--- src/rtl/lsu_pkg.sv ---
// Shared encodings and helpers for the load/store unit.
package lsu_pkg;

  localparam logic [1:0] SZ_BYTE = 2'b00;
  localparam logic [1:0] SZ_HALF = 2'b01;
  localparam logic [1:0] SZ_WORD = 2'b10;

  localparam logic [31:0] MMIO_ADDR = 32'hf0000000;

  typedef enum logic [1:0] {
    ST_IDLE,
    ST_ACCESS,
    ST_WRITE,
    ST_RESP
  } lsuState_t;

  // Size 2'b11 behaves as a word, so bit 1 alone marks word accesses.
  function automatic logic isMisaligned(input logic [1:0] size, input logic [1:0] lo);
    return ((size == SZ_HALF) && lo[0]) || (size[1] && (lo != 2'b00));
  endfunction

  function automatic logic [1:0] alignLo(input logic [1:0] size, input logic [1:0] lo);
    if (size[1])
      return 2'b00;
    else if (size == SZ_HALF)
      return {lo[1], 1'b0};
    else
      return lo;
  endfunction

endpackage

--- src/rtl/lsu_lane_align.sv ---
// Combinational lane logic: load extract/extend and sub-word store merge.
module lsu_lane_align
  import lsu_pkg::*;
(
  input  logic [1:0]  addrLo,
  input  logic [1:0]  size,
  input  logic        sext,
  input  logic [31:0] word,
  input  logic [31:0] wdata,
  output logic [31:0] loadData,
  output logic [31:0] mergeData
);

  logic [7:0]  loadByte;
  logic [15:0] loadHalf;

  always_comb begin
    loadByte = word[{addrLo, 3'b000} +: 8];
    loadHalf = addrLo[1] ? word[31:16] : word[15:0];
    loadData = word;
    if (size == SZ_BYTE)
      loadData = {{24{sext & loadByte[7]}}, loadByte};
    else if (size == SZ_HALF)
      loadData = {{16{sext & loadHalf[15]}}, loadHalf};
  end

  // Each byte lane is either replaced from the store data or kept from the old word.
  generate
    for (genvar gi = 0; gi < 4; gi++) begin : gLane
      localparam logic [1:0] LANE = 2'(gi);
      logic       hit;
      logic [7:0] src;

      assign hit = size[1]
                 | ((size == SZ_HALF) && (addrLo[1] == LANE[1]))
                 | ((size == SZ_BYTE) && (addrLo == LANE));
      assign src = size[1] ? wdata[8*gi +: 8]
                 : (size == SZ_HALF) ? wdata[8*(gi%2) +: 8]
                 : wdata[7:0];
      assign mergeData[8*gi +: 8] = hit ? src : word[8*gi +: 8];
    end
  endgenerate

endmodule

--- src/rtl/lsu_ctrl.sv ---
// MEM-stage load/store controller driving the word-indexed data memory port.
// Optional misaligned-access trap: define LSU_MISALIGN_TRAP_EN.
module lsu_ctrl
  import lsu_pkg::*;
#(
  parameter logic [31:0] MmioAddr = MMIO_ADDR
) (
  input  logic        clk,
  input  logic        rst_n,
  input  logic        req_valid,
  output logic        req_ready,
  input  logic        req_we,
  input  logic [1:0]  req_size,
  input  logic        req_signed,
  input  logic [31:0] req_addr,
  input  logic [31:0] req_wdata,
  output logic        resp_valid,
  output logic [31:0] resp_rdata,
  output logic        resp_err,
  output logic [31:0] DataAdr,
  output logic [31:0] DataIn,
  output logic        DMemW,
  input  logic [31:0] DataOut
);

  lsuState_t   state;
  logic [1:0]  laneAddr;
  logic [1:0]  sizeReg;
  logic        signedReg;
  logic        weReg;
  logic [31:0] wdataReg;
  logic [31:0] loadData;
  logic [31:0] mergeData;
  logic        trapReq;

`ifdef LSU_MISALIGN_TRAP_EN
  assign trapReq = isMisaligned(req_size, req_addr[1:0]);
`else
  assign trapReq = 1'b0;
`endif

  assign req_ready = (state == ST_IDLE);

  lsu_lane_align uAlign (
    .addrLo    (laneAddr),
    .size      (sizeReg),
    .sext      (signedReg),
    .word      (DataOut),
    .wdata     (wdataReg),
    .loadData  (loadData),
    .mergeData (mergeData)
  );

  always_ff @(posedge clk or negedge rst_n) begin
    if (!rst_n) begin
      state      <= ST_IDLE;
      laneAddr   <= 2'b00;
      sizeReg    <= SZ_BYTE;
      signedReg  <= 1'b0;
      weReg      <= 1'b0;
      wdataReg   <= '0;
      resp_valid <= 1'b0;
      resp_rdata <= '0;
      resp_err   <= 1'b0;
      DataAdr    <= '0;
      DataIn     <= '0;
      DMemW      <= 1'b0;
    end else begin
      case (state)
        ST_IDLE: begin
          if (req_valid) begin
            laneAddr  <= alignLo(req_size, req_addr[1:0]);
            sizeReg   <= req_size;
            signedReg <= req_signed;
            weReg     <= req_we;
            wdataReg  <= req_wdata;
            // The status word is addressed by its raw byte address.
            DataAdr   <= (req_addr == MmioAddr) ? req_addr : {2'b00, req_addr[31:2]};
            if (trapReq) begin
              state      <= ST_RESP;
              resp_valid <= 1'b1;
              resp_err   <= 1'b1;
              resp_rdata <= '0;
            end else if (req_we && req_size[1]) begin
              state  <= ST_WRITE;
              DataIn <= req_wdata;
              DMemW  <= 1'b1;
            end else begin
              state <= ST_ACCESS;
            end
          end
        end
        ST_ACCESS: begin
          if (weReg) begin
            DataIn <= mergeData;
            DMemW  <= 1'b1;
            state  <= ST_WRITE;
          end else begin
            resp_rdata <= loadData;
            resp_valid <= 1'b1;
            state      <= ST_RESP;
          end
        end
        ST_WRITE: begin
          DMemW      <= 1'b0;
          resp_rdata <= '0;
          resp_valid <= 1'b1;
          state      <= ST_RESP;
        end
        default: begin
          resp_valid <= 1'b0;
          resp_err   <= 1'b0;
          state      <= ST_IDLE;
        end
      endcase
    end
  end

endmodule
--- config.mk ---
export PLATFORM = sky130hd
export DESIGN_NAME = lsu_ctrl
export DESIGN_NICKNAME = d
export VERILOG_FILES = /design/src/rtl/lsu_pkg.sv /design/src/rtl/lsu_lane_align.sv /design/src/rtl/lsu_ctrl.sv
export SDC_FILE = /design/constraint.sdc
export NUM_CORES = 1
export LEC_CHECK = 0
export CAP_MARGIN = 15
export CELL_PAD_IN_SITES_DETAIL_PLACEMENT = 0
export CELL_PAD_IN_SITES_GLOBAL_PLACEMENT = 1
export CORE_ASPECT_RATIO = 0.9
export CORE_MARGIN = 10
export CORE_UTILIZATION = 37
export CTS_CLUSTER_SIZE = 20
export DETAILED_ROUTE_END_ITERATION = 16
export PLACE_DENSITY_LB_ADDON = 0.1
export RECOVER_POWER = 100
export SLEW_MARGIN = 30
export SYNTH_ARGS = -nofsm -noshare
export SYNTH_HDL_FRONTEND = slang
export SYNTH_SLANG_ARGS = --single-unit
--- constraint.sdc ---
create_clock -name clk -period 2.3 [get_ports clk]
set_input_delay 0.575 -clock clk [delete_from_list [all_inputs] [get_ports clk]]
set_output_delay 0.575 -clock clk [all_outputs]
set_load 0.02 [all_outputs]
**Yosys cells after proc, flatten, opt, wreduce, memory -nomap -nowiden**

Index checks and enable logic that the tools add are counted.

- Equal/unequal tests: 12
- Shift-type cells: 1
- Muxes and demuxes: 30
- Bitwise logic cells: 10
- Reduce and logical (&&, ||, !) cells: 18

Operators with widths:

| operator | count |
|---|---|
| two-way mux 32 bit | 7 |
| one-hot mux 32 bit (2 select lines) | 2 |
| two-way mux 8 bit | 8 |
| == test 32 bit, second input constant | 1 |
| indexed part select 32 x 6 -> 8 bit | 1 |
| two-way mux 16 bit | 1 |
| == test 2 x 1 -> 1 bit, second input constant | 4 |
| AND reduction 4 bit | 2 |
| logical AND 1 bit | 7 |
| == test 2 bit, second input constant | 3 |
| logical NOT 2 bit | 3 |
| two-way mux 1 bit | 6 |
| two-way mux 2 bit | 3 |
| != test 2 bit, second input constant | 3 |
| OR 1 bit | 6 |
| one-hot mux 1 bit (3 select lines) | 2 |
| one-hot mux 2 bit (3 select lines) | 1 |
| AND reduction 2 bit | 3 |
| nonzero test 2 bit | 2 |
| nonzero test 3 bit | 1 |
| AND 1 bit | 2 |
| != test 2 x 1 -> 1 bit, second input constant | 1 |
| NOT 1 bit | 2 |

- Flip-flop bits (word level): 138
- Input port bits: 103
- Output and inout bits: 100
- Word-level logic and storage cells: 82

**Logic depth before layout (Yosys ltp)**

- Depth in word-level cells: 7
- Gate-level depth with buffers: 9
- Mapped depth without buffers: 6

**Hierarchy**

From an unflattened synthesis, not the netlist that was laid out.

- Cell total of the unflattened synthesis: 678
- Area total of the unflattened synthesis: 7,460.9 µm²

By module, submodules not included:

| module | times used | cells an instance | area an instance (µm²) | sequential area each (µm²) |
|---|---|---|---|---|
| lsu_ctrl | 1 | 479 | 5,885.6 | 3,453.3 |
| lsu_lane_align | 1 | 199 | 1,575.3 | 0.0 |

**Least setup slack after synthesis**

Ideal clock, no wire load.

- Path kind: register to register
- Start point: reg state[0]
- End point: reg DataIn[10]
- Setup time: 0.124 ns
- Data arrival time: 1.866 ns
- Required time: 2.176 ns
- Slack: 0.310 ns
- Stages on the path, launching flop included: 9
- Buffers on the path: 2
- Period minus slack after synthesis: 1.990 ns
- Path through: dfrtp_1 inv_1 ha_1 buf_2 nor2_1 a211oi_4 buf_4 mux2i_1 o21ai_1

- Cells in the longest elaborated chain, start to end: 3
- Elaborated cells on any way between the ends: 8
- Those cells by class: eq/ne (4); mux (1); reduce/logical (3)

Ends and longest elaborated chain:

| what | RTL line | source |
|---|---|---|
| from (decl) | lsu_ctrl.sv:26 | `lsuState_t state;` |
| from (signal assigned) | lsu_ctrl.sv:56 | `state <= ST_IDLE;` |
| from (signal assigned) | lsu_ctrl.sv:80 | `state <= ST_RESP;` |
| from (signal assigned) | lsu_ctrl.sv:85 | `state <= ST_WRITE;` |
| logical NOT 2 bit * | -- |  |
| net req_ready | lsu_ctrl.sv:11 | `output logic req_ready,` |
| != test 2 x 1 -> 1 bit (no line) (tied with other cells) | -- |  |
| AND reduction 4 bit (no line) | -- |  |
| to (signal assigned) | lsu_ctrl.sv:86 | `DataIn <= req_wdata;` |
| to (signal assigned) | lsu_ctrl.sv:95 | `DataIn <= mergeData;` |
| to (decl) | lsu_ctrl.sv:21 | `output logic [31:0] DataIn,` |

Mark *: on every way through the listed nets, which the timed path passes. The rest lies on a longest branch.
A chain may end at the register's enable or synchronous reset.

**Worst setup path after layout**

- Start point: reg state[1]
- End point: out req_ready

- Cells in the longest elaborated chain, start to end: 1

Ends and longest elaborated chain:

| what | RTL line | source |
|---|---|---|
| logical NOT 2 bit | lsu_ctrl.sv:42 | `assign req_ready = (state == ST_IDLE);` |
| to (decl) | lsu_ctrl.sv:11 |  |

Every way passes these cells.

==> run metrics <==
status=finished with violations; violated checks=capacitance limit, slew limit; Core Footprint=0.0186 mm^2; aggregate global routing overflow=0; pin count of the biggest net entering global routing=between 60 and 70; Die W=166 um; startpoint types=flip-flop; average wire per standard cell=~22 um; peak supply drop=slightly above 0.0008 V; Final Slew Violations=26; ratio of cells with drive above 1 in the final layout=19.4%; Num CTS Buffers=17; #FFs+latches synth=roughly 140; area leader, netlist=dfrtp_1; fin util=roughly 54%; crit path time final=2.15 ns; Yosys warning total=0; # hold bufs at CTS=0; worst-margin pin slew=1.53 ns; Reg-to-Reg Start=laneAddr[1]; Hold Vio Cnt, Final=0; Synth Instances=632; Power Dens Cells=roughly 1600 mW/mm^2; Comb power frac=between 50% and 60%; DRT Pass-1 Iters=5; IO Count=roughly 200; Longest Clk Path Bufs=2; # setup viols final=0; clk_lat worst skew=0.42 ns; DR vias/cell=approximately 5.4; Placed Area=roughly 0.0095 mm^2; LEAKAGE=roughly 0.0044 uW; Clock power frac=between 10% and 20%; Net Sw Frac=approximately two fifths; Syn-to-layout area delta=43.4%; Chip Height=between 150 and 200 um; CTS root buffer=clkbuf_16; remaining design rule violation count=0; initial antenna violation count=0; TNS Setup=0 ns; commonest cells in the netlist=dfrtp_1 (138), mux2_2 (80), nand2_1 (74); most common cell in the netlist=dfrtp_1; Netlist cell types=54; syn nets=between 700 and 800; vias post-DR=roughly 6000; # H-tree levels=4; syn avg cell area=approximately 11 um^2; Final Cell Area=0.0101 mm^2; first-pass GRT wire length=between 30000 and 40000 um; ys async rst share=between 90% and 100%; worst min path class=reg2reg; ys flop type=dfrtp_1; ANT cells=0; Cell Area, Synth=approximately 0.007 mm^2; routability cong.=0.837; Total GRT Usage=19.5%; unrepaired setup endpoints after global routing=false; EDFF count, synth=0; Clock Skew=0.00879 ns; CTS tree=built; PnR Total Power=16100 uW; CP Class=reg2out; DRT Wirelength=24800 um; HP Start=DataAdr[31]; P_int=around 9600 uW; worst-path maximum fanout=4; vias in the first global route=6100; DR iter-0 viols=about 370; full die area=~0.025 mm^2; Seq pwr share=28.1%; crit end category=output port; I/O Buffers=between 200 and 250; Slew headroom=-1.67%; worst path arrival time=between 1.5 and 2 ns; clock sink total=138; row count=47; final non-filler cell total=approximately 1100; top cells by area, synth=dfrtp_1 (49%), mux2_2 (13%), mux2i_1 (4.8%); period utilization=93.6%; post-DP HPWL=18800 um; Initial Utilization=between 30% and 40%; top cell type's share of synthesized area=about half; sequential fraction of the synthesis area=around half; f_max=464 MHz; Sw Pwr=approximately 6500 uW; Post-DRT Antenna Nets=0; Crit. Startpoint=state[1]; max-cap violations=1; Final nets=approximately 950; Reg clk slew, reported paths=roughly 0.060 ns; Inst Count DP=roughly 1100; Critical Path RT=1.73 ns
## kinds of logic (layout without fill, tap and decap cells)
kind of cell / after synthesis / after routing / synth area share, %
AND/OR/NAND/NOR: 160 / 160 / 11.6
AO/OA/AOI/OAI: 145 / 145 / 14.2
flip-flops: 138 / 138 / 48.9
multiplexers: 122 / 122 / 20.0
buffers and inverters: 61 / 286 / 4.33
adder cells (fa/ha/maj): 5 / 5 / 0.887
other: 1 / 1 / 0.0531
## per-stage QoR
| stage | worst slack [ns] | hold slack [ns] |
|---|---|---|
| floorplan | 0.310 | 0.279 |
| global placement | 0.0534 | 0.451 |
| detailed placement | 0.0335 | 0.453 |
| CTS | 0.133 | 0.00328 |
| global route | 0.0476 | 0.493 |
| finish | 0.146 | 0.471 |
## layout by cell type (no fill, tap or decap), types with 2 or more instances in the layout
master,instances
dfrtp_1,138
clkdlybuf4s50_1,100
dlygate4sd3_1,99
mux2_2,80
nand2_1,74
o21ai_0,41
nor2b_1,36
mux2i_1,34
buf_4,29
nand3b_1,17
o211ai_1,17
o22ai_1,17
clkbuf_16,17
a22o_1,16
o21ai_1,14
inv_1,12
nor2_1,10
a21oi_1,9
a221oi_1,8
mux4_2,7
a221o_1,7
nor4_1,6
buf_12,6
nand2b_1,5
ha_1,5
bufinv_16,5
clkinv_2,4
clkbuf_2,4
o21bai_1,2
nand4_1,2
clkbuf_8,2
clkbuf_1,2
clkinvlp_4,2
clkbuf_4,2
## critical path, stage by stage (launching register included)
cell and delay (ns):
dfrtp_1 0.43, inv_1 0.12, ha_1 0.24, dlygate4sd2_1 0.37
## worst paths after layout
check	slack, ns	to	cells past startpoint
worst max-delay path	0.15	req_ready	3
min in group asynchronous	0.51	resp_rdata[16]	1
worst min register to register	0.47	DataAdr[31]	2
worst min-delay path	0.47	DataAdr[31]	2
worst max register to register	0.17	resp_rdata[27]	5
max in group asynchronous	0.44	DataAdr[11]	2
## layer usage
layer  track usage [%]  up-vias  share of wire [%]
met5                 0        -                  0
met4              4.04        0                1.1
met3              4.97       21                7.0
met2              31.1      214                 48
met1              26.4     2997                 44
li1                  -     2726                  -
## layout make-up
class                      instances  area [um^2]
clock buffer                      20          457
clock inverter                    12          194
fill                            1650         8460
inverter                          12         45.0
multi-input combinational        433         3290
sequential                       138         3450
tap                              245          307
timing repair buffer             242         2380
## sequential cells by signal, summed over array words and instances, names as in the netlist
signal and count:
state 2, sizeReg 2, laneAddr 2, DMemW 1, DataAdr 32, signedReg 1, resp_valid 1, weReg 1
DataIn 32, resp_rdata 32, wdataReg 32
## power groups by stage
stage	Sequential (uW)	Clock, uW	Combinational, uW
final	4530	3040	8530
after global routing	4680	3210	9240
after CTS	4560	3090	9060
after detailed placement	4590	0	9040
after global placement	4550	0	8870
after floorplan	5300	0	4680
## what timing repair did
| action | in CTS | in global routing |
|---|---|---|
| setup endpoints to repair | 1 | 0 |
| gates resized for setup | 1 | 0 |
| buffers inserted | 0 | 0 |
(Power assumes the default switching activity.)
